## src/rtl/sdram_slot_arbiter_pkg.sv

```systemverilog
// rtl/sdram_slot_arbiter_pkg.sv - owner codes and FSM state encodings for the SDRAM slot arbiter
package sdram_slot_arbiter_pkg;

    // Owner of the current slot
    localparam logic [2:0] OWN_NONE = 3'd0;
    localparam logic [2:0] OWN_REF  = 3'd1;
    localparam logic [2:0] OWN_CHIP = 3'd2;
    localparam logic [2:0] OWN_CPU  = 3'd3;
    localparam logic [2:0] OWN_HOST = 3'd4;

    // Slot FSM states
    localparam logic [2:0] ST_IDLE  = 3'd0;
    localparam logic [2:0] ST_ARB   = 3'd1;
    localparam logic [2:0] ST_ISSUE = 3'd2;
    localparam logic [2:0] ST_WAIT  = 3'd3;
    localparam logic [2:0] ST_ACK   = 3'd4;

endpackage

```

## src/rtl/sdram_arb_pick.sv

```systemverilog
// rtl/sdram_arb_pick.sv - combinational requester priority with host anti-starvation promotion
module sdram_arb_pick
    import sdram_slot_arbiter_pkg::*;
#(
    parameter int HOST_STARVE = 8,
    parameter int SW          = 4
) (
    input  logic          refresh_req,
    input  logic          chip_req,
    input  logic          cpu_req,
    input  logic          host_req,
    input  logic [SW-1:0] starve,
    output logic [2:0]    owner
);

    logic host_starved;

    assign host_starved = (starve == SW'(HOST_STARVE));

    // refresh > chip > starved host > cpu > host
    always_comb begin
        owner = OWN_NONE;
        if (refresh_req) begin
            owner = OWN_REF;
        end else if (chip_req) begin
            owner = OWN_CHIP;
        end else if (host_req && host_starved) begin
            owner = OWN_HOST;
        end else if (cpu_req) begin
            owner = OWN_CPU;
        end else if (host_req) begin
            owner = OWN_HOST;
        end
    end

endmodule

```

## src/rtl/sdram_slot_arbiter.sv

```systemverilog
// rtl/sdram_slot_arbiter.sv - one SDRAM access per 7 MHz slot shared among refresh, chip, cpu and host
module sdram_slot_arbiter
    import sdram_slot_arbiter_pkg::*;
#(
    parameter int AW          = 24,
    parameter int DW          = 16,
    parameter int HOST_STARVE = 8
) (
    input  logic          clk,
    input  logic          _rst,
    input  logic          slot_sync,
    input  logic          refresh_req,
    output logic          sd_refresh,
    input  logic          chip_req,
    input  logic          chip_we,
    input  logic [AW-1:0] chip_adr,
    input  logic [1:0]    chip_be,
    input  logic [DW-1:0] chip_wdat,
    output logic [DW-1:0] chip_rdat,
    output logic          chip_ack,
    input  logic          cpu_req,
    input  logic          cpu_we,
    input  logic [AW-1:0] cpu_adr,
    input  logic [1:0]    cpu_be,
    input  logic [DW-1:0] cpu_wdat,
    output logic [DW-1:0] cpu_rdat,
    output logic          cpu_ack,
    input  logic          host_req,
    input  logic          host_we,
    input  logic [AW-1:0] host_adr,
    input  logic [1:0]    host_be,
    input  logic [DW-1:0] host_wdat,
    output logic [DW-1:0] host_rdat,
    output logic          host_ack,
    output logic          sd_start,
    output logic          sd_we,
    output logic [AW-1:0] sd_adr,
    output logic [1:0]    sd_be,
    output logic [DW-1:0] sd_wdat,
    input  logic [DW-1:0] sd_rdat,
    input  logic          sd_rvalid,
    input  logic          sd_done,
    output logic          overrun
);

    localparam int SW = $clog2(HOST_STARVE + 1);

    logic [2:0]    state;
    logic [2:0]    owner;
    logic [2:0]    pick;
    logic [SW-1:0] starve;
    logic          arb_now;
    logic          busy;

    sdram_arb_pick #(
        .HOST_STARVE (HOST_STARVE),
        .SW          (SW)
    ) u_pick (
        .refresh_req (refresh_req),
        .chip_req    (chip_req),
        .cpu_req     (cpu_req),
        .host_req    (host_req),
        .starve      (starve),
        .owner       (pick)
    );

    // A slot_sync landing in ACK still belongs to a command that finished in time, so it is arbitrated
    assign arb_now = slot_sync && ((state == ST_IDLE) || (state == ST_ACK));
    assign busy    = (state == ST_ISSUE) || (state == ST_WAIT);

    assign sd_start   = (state == ST_ISSUE);
    assign sd_refresh = (state == ST_ISSUE) && (owner == OWN_REF);
    assign chip_ack   = (state == ST_ACK) && (owner == OWN_CHIP);
    assign cpu_ack    = (state == ST_ACK) && (owner == OWN_CPU);
    assign host_ack   = (state == ST_ACK) && (owner == OWN_HOST);

    // Slot FSM, owner latch and sticky overrun flag
    always_ff @(posedge clk or negedge _rst) begin
        if (!_rst) begin
            state   <= ST_IDLE;
            owner   <= OWN_NONE;
            overrun <= 1'b0;
        end else begin
            if (busy && slot_sync) begin
                overrun <= 1'b1;
            end
            case (state)
                ST_IDLE, ST_ACK: begin
                    if (arb_now) begin
                        owner <= pick;
                        state <= ST_ARB;
                    end else begin
                        state <= ST_IDLE;
                    end
                end
                ST_ARB: begin
                    state <= (owner == OWN_NONE) ? ST_IDLE : ST_ISSUE;
                end
                ST_ISSUE: begin
                    state <= sd_done ? ST_ACK : ST_WAIT;
                end
                ST_WAIT: begin
                    if (sd_done) begin
                        state <= ST_ACK;
                    end
                end
                default: begin
                    state <= ST_IDLE;
                end
            endcase
        end
    end

    // Host starvation counter, updated at every arbitration point
    always_ff @(posedge clk or negedge _rst) begin
        if (!_rst) begin
            starve <= '0;
        end else if (arb_now) begin
            if (!host_req || (pick == OWN_HOST)) begin
                starve <= '0;
            end else if (starve != SW'(HOST_STARVE)) begin
                starve <= starve + SW'(1);
            end
        end
    end

    // Command fields are loaded in ARB and then held until the next slot is arbitrated
    always_ff @(posedge clk or negedge _rst) begin
        if (!_rst) begin
            sd_we   <= 1'b0;
            sd_adr  <= '0;
            sd_be   <= '0;
            sd_wdat <= '0;
        end else if (state == ST_ARB) begin
            case (owner)
                OWN_REF: begin
                    sd_we   <= 1'b0;
                    sd_adr  <= '0;
                    sd_be   <= '0;
                    sd_wdat <= '0;
                end
                OWN_CHIP: begin
                    sd_we   <= chip_we;
                    sd_adr  <= chip_adr;
                    sd_be   <= chip_be;
                    sd_wdat <= chip_wdat;
                end
                OWN_CPU: begin
                    sd_we   <= cpu_we;
                    sd_adr  <= cpu_adr;
                    sd_be   <= cpu_be;
                    sd_wdat <= cpu_wdat;
                end
                OWN_HOST: begin
                    sd_we   <= host_we;
                    sd_adr  <= host_adr;
                    sd_be   <= host_be;
                    sd_wdat <= host_wdat;
                end
                default: begin
                end
            endcase
        end
    end

    // Read data capture into the owner's holding register
    always_ff @(posedge clk or negedge _rst) begin
        if (!_rst) begin
            chip_rdat <= '0;
            cpu_rdat  <= '0;
            host_rdat <= '0;
        end else if (busy && sd_rvalid && !sd_we) begin
            case (owner)
                OWN_CHIP: chip_rdat <= sd_rdat;
                OWN_CPU:  cpu_rdat  <= sd_rdat;
                OWN_HOST: host_rdat <= sd_rdat;
                default: begin
                end
            endcase
        end
    end

endmodule

```

## config.mk

```make
export PLATFORM = sky130hd
export DESIGN_NAME = sdram_slot_arbiter
export DESIGN_NICKNAME = d
export VERILOG_FILES = /design/src/rtl/sdram_slot_arbiter_pkg.sv /design/src/rtl/sdram_arb_pick.sv /design/src/rtl/sdram_slot_arbiter.sv
export SDC_FILE = /design/constraint.sdc
export NUM_CORES = 1
export LEC_CHECK = 0
export BUFFER_PORTS_ARGS = -buffer_cell sky130_fd_sc_hd__buf_2
export CAP_MARGIN = 20
export CORE_ASPECT_RATIO = 0.8
export CORE_MARGIN = 2
export CORE_UTILIZATION = 40
export DETAILED_ROUTE_END_ITERATION = 8
export HOLD_SLACK_MARGIN = 0.03
export PLACE_DENSITY = 0.72
export SLEW_MARGIN = 20
export SYNTH_ARGS = -nofsm -noshare
export SYNTH_HDL_FRONTEND = slang
export SYNTH_SLANG_ARGS = --single-unit
```

## constraint.sdc

```tcl
create_clock -name clk -period 3.45 [get_ports clk]
set_input_delay 0.5175 -clock clk [delete_from_list [all_inputs] [get_ports clk]]
set_output_delay 0.5175 -clock clk [all_outputs]
set_load 0.01 [all_outputs]
```

==> results of run 1 <==
## power groups by stage
stage	logic (mW)	registers [mW]	clock network (mW)
6_report	2.05	1.90	0.984
5_1_grt	2.26	1.96	1.06
4_1_cts	2.07	1.90	1.01
3_5_place_dp	2.07	1.92	0
3_3_place_gp	2.02	1.89	0
2_1_floorplan	1.07	2.07	0
## cells in the mapped netlist (all sizes together) (2+ instances only)
master,count,area [um^2]
nand2b,2,12.5
clkbuf,20,80.1
a21o,2,15.0
a22oi,43,323
a22o,44,385
nor3,2,10.0
nor2b,3,18.8
nand3,4,32.5
nor3b,3,38.8
buf,10,67.6
dfrtp,102,2550
nand2,53,204
ha,2,25.0
a21oi,3,15.0
mux2,50,563
o21ai,48,240
nor2,8,32.5
inv,4,15.0
## worst max-delay path: stages (launching register included)
cell and delay (ns):
dfrtp_1 0.46, inv_1 0.28, buf_4 0.44, nor2_1 0.09, buf_2 0.15
## cell families after synthesis
group | after synthesis
AO/OA/AOI/OAI | 146
flip-flops | 102
AND/OR/NAND/NOR | 83
multiplexers | 50
buffers and inverters | 34
adder cells (fa/ha/maj) | 2
## layout make-up
| cell class | count | area [um^2] | share of cell area |
|---|---|---|---|
| Clock buffer | 9 | 225 | 0.0352 |
| Multi-Input combinational cell | 281 | 2050 | 0.321 |
| Sequential cell | 102 | 2550 | 0.399 |
| Clock inverter | 7 | 66.3 | 0.0104 |
| Tap cell | 148 | 185 | 0.0289 |
| Timing Repair Buffer | 257 | 1310 | 0.204 |
| Inverter | 4 | 15.0 | 0.00235 |
## state kept, by name, summed over array words and instances, names as in the netlist
signal	cells
sd_we	1
starve	4
host_rdat	16
state	3
owner	3
sd_wdat	16
sd_adr	24
sd_be	2
cpu_rdat	16
overrun	1
chip_rdat	16
## metal layers
layer  GRT usage  vias to the layer above
met2       0.371                      200
li1            -                     2016
met4      0.0558                        0
met1       0.271                     2078
met3      0.0497                       14
met5           0                        -
## worst max path at each step
| stage | from | end | cells past startpoint |
|---|---|---|---|
| 3_3_place_gp | owner[0]$_DFFE_PN0P_ | cpu_ack | 4 |
| 6_report | owner[0]$_DFFE_PN0P_ | cpu_ack | 4 |
| 4_1_cts | owner[0]$_DFFE_PN0P_ | cpu_ack | 4 |
| 3_5_place_dp | owner[2]$_DFFE_PN0P_ | sd_adr[20]$_DFFE_PN0P_ | 4 |
| 5_1_grt | owner[0]$_DFFE_PN0P_ | cpu_ack | 4 |
| 2_1_floorplan | owner[0]$_DFFE_PN0P_ | sd_refresh | 4 |
## through the flow
stage / hold WS [ns] / cells / util / power (mW)
3_5_place_dp: 0.444 / 792 / 0.529 / 3.99
6_report: 0.110 / 808 / 0.554 / 4.93
5_1_grt: 0.138 / 808 / 0.554 / 5.28
2_1_floorplan: 0.222 / 417 / - / 3.14
3_3_place_gp: 0.435 / 792 / 0.529 / 3.92
4_1_cts: 0.125 / 808 / 0.554 / 4.98
==> flow_summary.yaml, run 1 <==
run_status:
  outcome: "complete, no violations"
clock_network:
  post_cts_buffers: 0
  ctsHtreeMaxLevel: 3
  clk_latency_ns: 0.34
  cts_buffer_depth: 2
  cts-buffers-inserted: 9
  tritoncts: "done"
  clock_sinks: 102
  hold_buffers: 0
  cts-resized-gates: 0
  clk_pin_slew_ns: 0.07
  cts_root_buf: "clkbuf_16"
logic_synthesis:
  yosys_warnings: 0
  synth_xor_area_frac: 0
  synth_cell_type_count: 42
  synthFlopType: "dfrtp_1"
  synth_adder_area_share: 0.00527
  synth_simple_gate_area_frac: 0.0875
  synth_edf_count: 0
  syn_area_um2: 4750
  synth_compound_gate_area_share: 0.217
  syn_nets: 573
  synth_cells: 417
  synth_top_family_by_area: "compound AO/OA/AOI/OAI gates"
  synthArstFlopShare: 1.00
  synth-seq-cells: 102
  ys_seq_area_frac: 0.538
  avgSynthCellArea_um2: 11.4
  synth_mux_area_frac: 0.119
power_and_ir_drop:
  vdd_drop_max_mv: 0.241
  pwr-share-seq: 0.385
  p_int_mw: 3.02
  power.switching_mw: 1.90
  leakagePower_nw: 3.36
  p_per_area_nw_per_um2: 770
  switching_share: 0.386
  pwr-share-comb: 0.415
  clkPwrFrac: 0.200
setup_path:
  required_ns: 2.93
  reg2reg_slack_ns: 1.40
  worstSetupPathType: "reg -> out"
  cp.arrival_ns: 1.76
  rr_startpoint: "owner[2]$_DFFE_PN0P_"
  end_kind: "primary output"
  r2r_end: "sd_adr[13]$_DFFE_PN0P_"
  crit_path_start_kind: "register"
  reg2regPathDepth: 4
  cp_max_fo: 40
sta:
  finalSetupViolations: 0
  fmax_ghz: 0.439
  worst_slack_ns: 1.17
  worst_clock_skew_ns: 0.00581
  tightestPinTransition_ns: 1.02
  fin_setup_tns_ns: 0
  min_period_over_period: 0.661
  rsz0062_at_grt: "false"
  max-slew-margin-rel: 0.321
  finalWorstPathRequiredPeriod_ns: 2.28
  finalHoldViolCount: 0
  drv_slew: 0
min_path:
  hold_path.class: "in -> async"
detailed_routing:
  wl_met1_um: 5670
  dr.pass1.iters: 4
  routed_wl_um: 13600
  wl_per_cell_um: 16.8
  top_layer: "met4"
  drc: 0
  ant_nets: 0
  dr_wl_met2_um: 6730
  met3_length_um: 1010
  vias_per_cell: 5.33
  dr_total_vias: 4308
  drtIter0Drc: 180
die:
  pin_count: 251
  chipHeight_um: 101
  start_util: 0.411
  rows: 35
  core-area_um2: 11600
  dieWidth_um: 126
  dieArea_um2: 12800
placement:
  hpwl_um: 10100
  gp_congestion: 0.810
  dp_slack_ns: 1.41
  placed_area_um2: 6110
  port-buffer-count: 250
finish:
  layout_commonest_cell: "buf_2"
  drive_gt1_frac: 0.495
  final_cell_mix: "249 x buf_2, 102 x dfrtp_1, 51 x nand2_1"
  fill_cells: 1042
  nNetsFinal: 811
  synthToLayoutAreaGrowth_pct: 34.9
  antenna_cells: 0
  final_area_um2: 6400
grt:
  grt_usage: 0.213
  antenna_found_initial: 0
  grt_max_degree: 44
  overflow: 0
  grt_pass1_vias: 4257
  grt_first_pass_wirelength_um: 21500
job:
  drv_cap: 0
Note: power is estimated with default switching activity, not from simulation.
==> run 2: changes to the inputs <==
clock period = 2.2 ns   (was 3.45 ns; I/O delays follow)
==> run 2 against run 1 <==
Effect of this change:
- count of clock-buffer cells in the layout unchanged
- via count down 0.23%
- sequential power up 58%
- worst setup slack worse by 1.0 ns
- clock power up 57%
- critical path depth up 1
- core utilization up 0.28 points
- routed wire length up 2.1%
- non-clock buffer count down 1
- combinational power up 59%
- die area unchanged
- highest routed layer unchanged
==> flow_summary.yaml, run 2 (same netlist as run 1, synthesis figures left out) <==
clock_network:
  cts_root_buf: "clkbuf_16"
  cts-buffers-inserted: 9
  hold_buffers: 0
  clk_pin_slew_ns: 0.08
  tritoncts: "done"
  ctsHtreeMaxLevel: 3
  clk_latency_ns: 0.34
  cts_buffer_depth: 2
  clock_sinks: 102
  cts-resized-gates: 0
  post_cts_buffers: 0
detailed_routing:
  dr.pass1.iters: 4
  wl_per_cell_um: 17.1
  routed_wl_um: 13900
  ant_nets: 0
  dr_total_vias: 4298
  vias_per_cell: 5.32
  drc: 0
  drtIter0Drc: 171
setup_path:
  crit_path_start_kind: "register"
  worstSetupPathType: "reg -> out"
  cp_max_fo: 45
  required_ns: 1.87
  cp.arrival_ns: 1.71
  end_kind: "primary output"
grt:
  antenna_found_initial: 0
  overflow: 0
  grt_pass1_vias: 4231
  grt_max_degree: 103
  grt_usage: 0.207
  grt_first_pass_wirelength_um: 21000
finish:
  nNetsFinal: 811
  seqCellArea_um2: 2550
  largest_reg_flops: 24
  fin_cells: 808
  final_area_um2: 6430
  synthToLayoutAreaGrowth_pct: 35.6
  final_cell_mix: "249 x buf_2, 101 x dfrtp_1, 51 x nand2_1"
  fill_cells: 1050
  multi_input_area_um2: 2070
  antenna_cells: 0
  largest_register: "sd_adr"
  drive_gt1_frac: 0.497
  layout_commonest_cell: "buf_2"
die:
  start_util: 0.411
  core-area_um2: 11600
  rows: 35
  dieArea_um2: 12800
  chipHeight_um: 101
  dieWidth_um: 126
  pin_count: 251
sta:
  finalWorstPathRequiredPeriod_ns: 2.04
  finalSetupViolations: 0
  min_period_over_period: 0.925
  max-slew-margin-rel: 0.589
  tightestPinTransition_ns: 0.615
  drv_slew: 0
  worst_slack_ns: 0.165
  fin_setup_tns_ns: 0
  rsz0062_at_grt: "false"
  fmax_ghz: 0.491
  worst_clock_skew_ns: 0.00646
  finalHoldViolCount: 0
min_path:
  hold_path.class: "in -> async"
placement:
  dp_slack_ns: 0.158
  dp.cells: 791
  hpwl_um: 9920
  gp_congestion: 0.809
  port-buffer-count: 250
  placed_area_um2: 6130
power_and_ir_drop:
  leakagePower_nw: 3.36
  p_per_area_nw_per_um2: 1210
  vdd_drop_max_mv: 0.605
job:
  drv_cap: 0
run_status:
  outcome: "complete, no violations"
-- run 2: power breakdown --
part | internal (mW) | switching, mW
Combinational | 1.43 | 1.82
Sequential | 2.55 | 0.458
Clock | 0.796 | 0.748
-- run 2: per-layer routing --
| metal | share of wire | GRT usage |
|---|---|---|
| met2 | 0.50 | 0.368 |
| met4 | 0.0082 | 0.0456 |
| met5 | 0 | 0 |
| met1 | 0.42 | 0.262 |
| met3 | 0.071 | 0.0481 |
-- run 2: through the flow --
stage           util  total power [mW]  hold WS (ns)
2_1_floorplan      -              4.93        0.0344
5_1_grt        0.557              8.35        0.0736
6_report       0.557              7.80        0.0509
3_3_place_gp   0.530              6.18         0.431
4_1_cts        0.555              7.87        0.0654
3_5_place_dp   0.530              6.31         0.438
-- run 2: area by class of cell --
| class | instances | area share |
|---|---|---|
| inverter | 4 | 0.00233 |
| sequential | 102 | 0.397 |
| multi-input combinational | 282 | 0.321 |
| tap | 148 | 0.0288 |
| timing repair buffer | 256 | 0.206 |
| clock buffer | 9 | 0.0350 |
| clock inverter | 7 | 0.0103 |
-- run 2: worst paths after layout --
kind,from,end,slack (ns),cells after the start
worst max-delay path,owner[1]$_DFFE_PN0P_,cpu_ack,0.16,5
worst min-delay path,_rst,owner[2]$_DFFE_PN0P_,0.05,2
worst max register to register,state[2]$_DFFE_PN0P_,cpu_rdat[2]$_DFFE_PN0P_,0.29,4
worst min register to register,overrun$_DFFE_PN0P_,overrun$_DFFE_PN0P_,0.47,1
max in group asynchronous,_rst,cpu_rdat[3]$_DFFE_PN0P_,1.73,2
min in group clk,sd_done,state[0]$_DFFE_PN0P_,0.21,2
-- run 2: critical path: stages (launching register included) --
cell and delay (ns):
dfrtp_2 0.50, nor2b_4 0.25, buf_12 0.25, nand3_1 0.13, nor2_1 0.09, buf_2 0.13
==> run 3: changes to the inputs <==
CORE_UTILIZATION = 45   (was 40)
PLACE_DENSITY = 0.8   (was 0.72)
==> run 3 against run 2 <==
Effect of this change:
- critical path depth stayed put
- sequential share of layout area hardly changed
- clock power is 3% lower
- flip-flop and latch count stayed put
- first-iteration DRC count is 46% higher
- register-to-register slack better by 0.10 ns
- global-route usage is 1.6 points higher
- largest power group unchanged
- worst setup slack better by 0.0095 ns
==> flow_summary.yaml, run 3 (same netlist as run 1, synthesis figures left out) <==
clock_network:
  clk_pin_slew_ns: 0.07
  clock_sinks: 102
  hold_buffers: 1
  cts_root_buf: "clkbuf_16"
  clk_latency_ns: 0.33
  tritoncts: "done"
  cts-buffers-inserted: 9
  cts-resized-gates: 0
  cts_buffer_depth: 2
  ctsHtreeMaxLevel: 3
  post_cts_buffers: 0
power_and_ir_drop:
  finalPower_mw: 7.75
  p_int_mw: 4.76
  vdd_drop_max_mv: 0.492
  clkPwrFrac: 0.193
  switching_share: 0.385
  power.switching_mw: 2.98
  leakagePower_nw: 3.37
  p_per_area_nw_per_um2: 1210
  pwr-share-comb: 0.420
  pwr-share-seq: 0.387
detailed_routing:
  drtIter0Drc: 249
  dr_total_vias: 4308
  wl_per_cell_um: 16.7
  drc: 0
  ant_nets: 0
  routed_wl_um: 13400
  dr.pass1.iters: 5
  vias_per_cell: 5.38
grt:
  grt_max_degree: 49
  antenna_found_initial: 1
  grt_pass1_vias: 3938
  grt_usage: 0.223
  overflow: 0
  grt_first_pass_wirelength_um: 20000
setup_path:
  worstSetupPathType: "reg -> out"
  cp_max_fo: 45
  crit_path_start_kind: "register"
  reg2regPathDepth: 5
  cp.arrival_ns: 1.70
  reg2reg_slack_ns: 0.39
  required_ns: 1.87
  rr_startpoint: "owner[1]$_DFFE_PN0P_"
  end_kind: "primary output"
  critPathLaunch: "owner[1]$_DFFE_PN0P_"
  r2r_end: "sd_wdat[10]$_DFFE_PN0P_"
placement:
  hpwl_um: 9950
  port-buffer-count: 250
  gp_congestion: 0.856
  placed_area_um2: 6130
finish:
  largest_reg_flops: 24
  fin_util: 0.628
  synthToLayoutAreaGrowth_pct: 35.4
  antenna_cells: 0
  multi_input_area_um2: 2050
  largest_register: "sd_adr"
  seqCellArea_um2: 2550
  layout_commonest_cell: "buf_2"
  nNetsFinal: 813
  drive_gt1_frac: 0.495
  fill_cells: 896
  final_area_um2: 6430
  final_cell_mix: "249 x buf_2, 102 x dfrtp_1, 51 x nand2_1"
sta:
  min_period_over_period: 0.921
  fin_setup_tns_ns: 0
  fmax_ghz: 0.494
  worst_clock_skew_ns: 0.0105
  holdWs_ns: 0.214
  rsz0062_at_grt: "false"
  finalHoldViolCount: 0
  finalSetupViolations: 0
  drv_slew: 0
  max-slew-margin-rel: 0.643
  tightestPinTransition_ns: 0.536
  finalWorstPathRequiredPeriod_ns: 2.03
min_path:
  hold_start: "sd_done"
  hold_depth: 2
  min_to: "state[0]$_DFFE_PN0P_"
  hold_path.class: "in -> reg"
die:
  rows: 33
  core-area_um2: 10200
  start_util: 0.464
  dieArea_um2: 11400
  chipHeight_um: 95.9
  pin_count: 251
  dieWidth_um: 119
run_status:
  outcome: "complete, no violations"
job:
  drv_cap: 0
==> run 3: area by class of cell <==
| type | count | area share |
|---|---|---|
| inverter | 4 | 0.00234 |
| clock buffer | 9 | 0.0350 |
| clock inverter | 6 | 0.00934 |
| tap | 140 | 0.0272 |
| multi-input combinational | 281 | 0.319 |
| sequential | 102 | 0.397 |
| timing repair buffer | 259 | 0.210 |
==> run 3: power by group through the flow <==
| stage | clock network, mW | registers, mW | logic [mW] |
|---|---|---|---|
| finish | 1.50 | 2.99 | 3.25 |
| global route | 1.63 | 3.09 | 3.54 |
| CTS | 1.54 | 2.99 | 3.29 |
| detailed placement | 0 | 3.03 | 3.28 |
| global placement | 0 | 2.98 | 3.18 |
| floorplan | 0 | 3.25 | 1.68 |
==> run 3: worst max-delay path, cell delays in order, from the launching register on <==
cell     delay [ns]
dfrtp_1        0.51
nor2b_4        0.27
buf_12         0.23
nand3_1        0.12
nor2_1         0.10
buf_2          0.13
==> run 3: worst max-delay path by stage <==
stage,cells after the start,slack [ns],to
after global routing,5,0.02,chip_ack
after floorplan,4,0.48,sd_refresh
final,5,0.17,chip_ack
after global placement,5,0.48,sd_adr[23]$_DFFE_PN0P_
after CTS,5,0.12,chip_ack
after detailed placement,5,0.38,sd_adr[4]$_DFFE_PN0P_
==> run 3: through the flow <==
stage | setup slack, ns | instances
after floorplan | 0.483 | 417
after CTS | 0.123 | 801
after global placement | 0.477 | 785
after detailed placement | 0.383 | 785
after global routing | 0.0211 | 801
final | 0.174 | 801
==> run 3: per-layer routing <==
metal,GRT usage,part of all wire,up-vias
met2,0.387,0.51,194
met4,0.0565,0.013,2
li1,-,-,2024
met3,0.0462,0.060,14
met5,0,0.00097,-
met1,0.290,0.41,2074
